File: config.mk
export PLATFORM = sky130hd
export DESIGN_NAME = spi_master_tx
export DESIGN_NICKNAME = d
export VERILOG_FILES = /design/src/rtl/spi_master_tx.sv
export SDC_FILE = /design/constraint.sdc
export NUM_CORES = 1
export LEC_CHECK = 0
export ABC_AREA = 1
export CAP_MARGIN = 20
export CORE_MARGIN = 5
export CORE_UTILIZATION = 30
export CTS_BUF_LIST = sky130_fd_sc_hd__clkbuf_16
export DETAILED_ROUTE_END_ITERATION = 10
export PLACE_DENSITY_LB_ADDON = 0.08
export RECOVER_POWER = 25
export SYNTH_ARGS = -nofsm -noshare
export SYNTH_HDL_FRONTEND = slang
export SYNTH_SLANG_ARGS = --single-unit
File: constraint.sdc
create_clock -name clk -period 2.3 [get_ports clk]
set_input_delay 0.46 -clock clk [delete_from_list [all_inputs] [get_ports clk]]
set_output_delay 0.46 -clock clk [all_outputs]
set_load 0.02 [all_outputs]
File: src/rtl/spi_master_tx.sv
// spi_master_tx: mode-0 SPI master shifting FRAME_BITS words out MSB first while capturing sdi.
// Define SPI_MASTER_CS_EN to add an active-low cs_n with a trailing CS_HOLD phase.
module spi_master_tx #(
   parameter int CLK_DIV    = 4,
   parameter int FRAME_BITS = 32
) (
   input  logic                  clk,
   input  logic                  reset,
   input  logic                  start,
   input  logic [FRAME_BITS-1:0] din,
   input  logic                  sdi,
   output logic                  sck,
   output logic                  sdo,
   output logic [FRAME_BITS-1:0] dout,
   output logic                  busy,
   output logic                  done
`ifdef SPI_MASTER_CS_EN
   ,
   output logic                  cs_n
`endif
);
   localparam int DW = $clog2(CLK_DIV) + 1;
   localparam int BW = $clog2(FRAME_BITS + 1);
   typedef enum logic [1:0] {
      IDLE,
      HIGH_PHASE,
      LOW_PHASE
`ifdef SPI_MASTER_CS_EN
      ,
      CS_HOLD
`endif
   } state_t;
   state_t                state;
   logic [DW-1:0]         div;
   logic [BW-1:0]         bits;
   logic [FRAME_BITS-2:0] tx_shift;
   logic [FRAME_BITS-1:0] rx_shift;
   logic                  tick;
   always_comb tick = div == DW'(CLK_DIV - 1);
   always_ff @(posedge clk) begin
      if (!reset) begin
         state    <= IDLE;
         div      <= '0;
         bits     <= '0;
         tx_shift <= '0;
         rx_shift <= '0;
         sck      <= 1'b0;
         sdo      <= 1'b0;
         busy     <= 1'b0;
         done     <= 1'b0;
         dout     <= '0;
`ifdef SPI_MASTER_CS_EN
         cs_n     <= 1'b1;
`endif
      end else begin
         done <= 1'b0;
         if (state == IDLE) begin
            sck <= 1'b0;
            div <= '0;
            if (start) begin
               tx_shift <= din[FRAME_BITS-2:0];
               sdo      <= din[FRAME_BITS-1];
               busy     <= 1'b1;
               bits     <= '0;
               state    <= LOW_PHASE;
`ifdef SPI_MASTER_CS_EN
               cs_n     <= 1'b0;
`endif
            end
         end else begin
            div <= tick ? '0 : div + 1'b1;
            if (tick) begin
               case (state)
                  LOW_PHASE: begin
                     sck      <= 1'b1;
                     rx_shift <= {rx_shift[FRAME_BITS-2:0], sdi};
                     bits     <= bits + 1'b1;
                     state    <= HIGH_PHASE;
                  end
                  HIGH_PHASE: begin
                     sck <= 1'b0;
                     if (bits == BW'(FRAME_BITS)) begin
`ifdef SPI_MASTER_CS_EN
                        state <= CS_HOLD;
`else
                        busy  <= 1'b0;
                        done  <= 1'b1;
                        dout  <= rx_shift;
                        state <= IDLE;
`endif
                     end else begin
                        // sdo takes the bit just below the one on the wire, then the register advances
                        sdo      <= tx_shift[FRAME_BITS-2];
                        tx_shift <= tx_shift << 1;
                        state    <= LOW_PHASE;
                     end
                  end
`ifdef SPI_MASTER_CS_EN
                  CS_HOLD: begin
                     cs_n  <= 1'b1;
                     busy  <= 1'b0;
                     done  <= 1'b1;
                     dout  <= rx_shift;
                     state <= IDLE;
                  end
`endif
                  default: state <= IDLE;
               endcase
            end
         end
      end
   end
endmodule

==> reports/metrics.yaml <==
outcome:
  status: "finished clean"
floorplan:
  row_count: 46
  die_width_um: 137
  initial_core_util: 0.304
  dieArea_um2: 18700
  core-area_um2: 15800
  die_y_um: 137
  ioPinCount: 72
timing:
  drv_slew: 0
  finalSetupViolations: 0
  hold-worst-slack_ns: 0.427
  rsz0062_at_grt: "false"
  fin_crit_ns: 1.93
  fmaxAchievable_mhz: 519
  worstMarginPinSlew_ns: 0.558
  setup_tns_ns: 0
  slew_headroom: 0.627
  skew_ns: 0.00772
  post-route-period-util: 0.838
  hold_violations: 0
critical_path:
  end_kind: "flip-flop"
  crit_path_start_kind: "flip-flop"
  crit_required_ns: 2.56
  r2r_slack_ns: 0.37
  cp_max_fo: 11
  crit_type: "flip-flop to flip-flop"
  r2r-start: "state[1]$_SDFFE_PN0P_"
  arrival_ns: 2.18
  reg2reg_to: "bits[5]$_SDFFE_PN0P_"
  reg2regPathDepth: 9
power:
  p_per_area_nw_per_um2: 697
  irDropWorstVdd_v: 0.000318
  p_leak_nw: 2.43
clocking:
  holdBufCountCts: 0
  cts-resized-gates: 0
  clk_latency_ns: 0.35
  clk_path_buf_depth: 2
  clockRootBuffer: "clkbuf_16"
  post_cts_buffers: 0
  cts.sinks: 110
  clkTransAtPathRegs_ns: 0.07
  cts_htree_levels: 3
  cts_tree: "yes"
  numCtsBuffers: 9
hold_path:
  whs_endpoint: "div[0]$_SDFF_PP0_"
  min_from: "div[0]$_SDFF_PP0_"
  hold_depth: 1
  hold_class: "flip-flop to flip-flop"
logic_synthesis:
  ys_warn_count: 0
  synth-seq-area-share: 0.458
  ys_top_cells_by_area: "dfxtp_1 (46%), nand2_1 (14%), a21oi_1 (11%)"
  synth_top_area_frac: 0.458
  synth.largest_area_cell: "dfxtp_1"
  syn-instance-count: 652
  synth-seq-cells: 110
  syn_area_um2: 4810
  ys_types: 23
  syn_area_per_cell_um2: 7.37
  syn_nets: 695
route:
  drc: 0
  wl_per_cell_um: 12.9
  num_vias: 4270
  route.met3.wl_um: 524
  avgViaCountPerCell: 4.61
  top_layer_used: "met4"
  drtAntennaViolNets: 0
  routedLengthMet1_um: 5680
  drt_wl_total_um: 11900
  drtPass1Iterations: 6
  drt-initial-drc-count: 261
  met2_length_um: 5510
grt:
  grt_pass1_vias: 4201
  overflow: 0
  grt_max_degree: 37
  antenna_found_initial: 0
  grt_pass1_wl_um: 20100
  grt.total_usage: 0.133
final_layout:
  diodes: 0
  drive_above_1_share: 0.0914
  n_fill_cell: 1709
  stdcell_count: 927
  post-route-cell-area_um2: 5940
  nets: 749
  syn2layout_area_growth_pct: 23.5
placed_design:
  dp.cells: 911
  placed_area_um2: 5680
  place_congestion: 0.737
  dpl.hpwl_um: 7410
  port_buffers: 71
flow_run:
  cap_violations: 0
==> power breakdown <==
| part | total (mW) | switching (mW) | internal (mW) |
|---|---|---|---|
| Sequential | 2.04 | 0.0453 | 1.99 |
| Combinational | 0.654 | 0.397 | 0.257 |
| Clock | 1.45 | 0.721 | 0.728 |
| Total | 4.14 | 1.16 | 2.98 |
==> sequential cells by signal (all words and copies together) (netlist names), 2 cells and up <==
register and cells:
bits 6, div 3, dout 32, rx_shift 32
state 2, tx_shift 31
==> worst max path at each step <==
stage / start / endpoint / slack [ns]
2_1_floorplan: div[0]$_SDFF_PP0_ / dout[0]$_SDFFE_PN0P_ / 0.78
3_3_place_gp: state[0]$_SDFFE_PN0P_ / bits[5]$_SDFFE_PN0P_ / 0.38
3_5_place_dp: state[0]$_SDFFE_PN0P_ / bits[5]$_SDFFE_PN0P_ / 0.35
4_1_cts: state[0]$_SDFFE_PN0P_ / bits[5]$_SDFFE_PN0P_ / 0.34
5_1_grt: state[1]$_SDFFE_PN0P_ / bits[5]$_SDFFE_PN0P_ / 0.15
6_report: state[1]$_SDFFE_PN0P_ / bits[5]$_SDFFE_PN0P_ / 0.37
==> placed cells by master (no fill, tap or decap), types with 7 or more instances in the layout <==
cell type,instances
nand2_1,177
dfxtp_1,110
a21oi_1,104
nor2_1,55
inv_1,44
clkdlybuf4s50_1,40
nand4_1,35
nand3_1,33
dlygate4sd3_1,31
nor2_2,21
buf_4,13
clkbuf_16,9
ha_1,7
==> per-layer routing <==
layer / vias up / track usage
met5: - / 0
met4: 0 / 0.0487
met3: 13 / 0.0320
met2: 71 / 0.220
met1: 1965 / 0.168
li1: 2221 / -
==> cell families after synthesis <==
group | share of synthesized area
AND/OR/NAND/NOR | 0.311
adder cells (fa/ha/maj) | 0.0182
AO/OA/AOI/OAI | 0.114
flip-flops | 0.458
buffers and inverters | 0.0986
==> critical path, stage by stage (launching register included) <==
cell and delay [ns]:
dfxtp_1 0.36, inv_1 0.07, ha_1 0.28, buf_4 0.21, inv_4 0.10, nand3_2 0.22
nand2_1 0.25, nand4_1 0.14, o21bai_1 0.15, nor2_1 0.05
==> cells in the mapped netlist <==
| master | n |
|---|---|
| nand2_4 | 2 |
| nand3_2 | 1 |
| inv_4 | 1 |
| a21oi_1 | 104 |
| inv_2 | 4 |
| nand4_2 | 1 |
| nor2_2 | 21 |
| clkbuf_1 | 15 |
| nor2_1 | 55 |
| o21ai_0 | 4 |
| nor3_1 | 2 |
| inv_1 | 42 |
| and3_1 | 2 |
| dfxtp_1 | 110 |
| nor2_4 | 4 |
| buf_6 | 13 |
| o21bai_1 | 1 |
| nand3_1 | 33 |
| clkinv_1 | 2 |
| nand4_1 | 35 |
| nand2_1 | 176 |
| buf_2 | 17 |
| ha_1 | 7 |
==> cell type report <==
class | count | area, um2 | share of cell area
Clock buffer | 9 | 225 | 0.0379
Clock inverter | 7 | 42.5 | 0.00716
Inverter | 49 | 186 | 0.0314
Multi-Input combinational cell | 448 | 2120 | 0.358
Sequential cell | 110 | 2200 | 0.371
Tap cell | 216 | 270 | 0.0455
Timing Repair Buffer | 88 | 888 | 0.150
==> metrics by stage <==
| step | util | setup slack [ns] | total power, mW |
|---|---|---|---|
| after floorplan | - | 0.782 | 2.56 |
| after global placement | 0.359 | 0.376 | 2.74 |
| after detailed placement | 0.359 | 0.354 | 2.75 |
| after CTS | 0.376 | 0.338 | 4.22 |
| after global routing | 0.375 | 0.153 | 4.37 |
| final | 0.375 | 0.374 | 4.14 |
No activity file was read; power rests on OpenSTA's default activity.
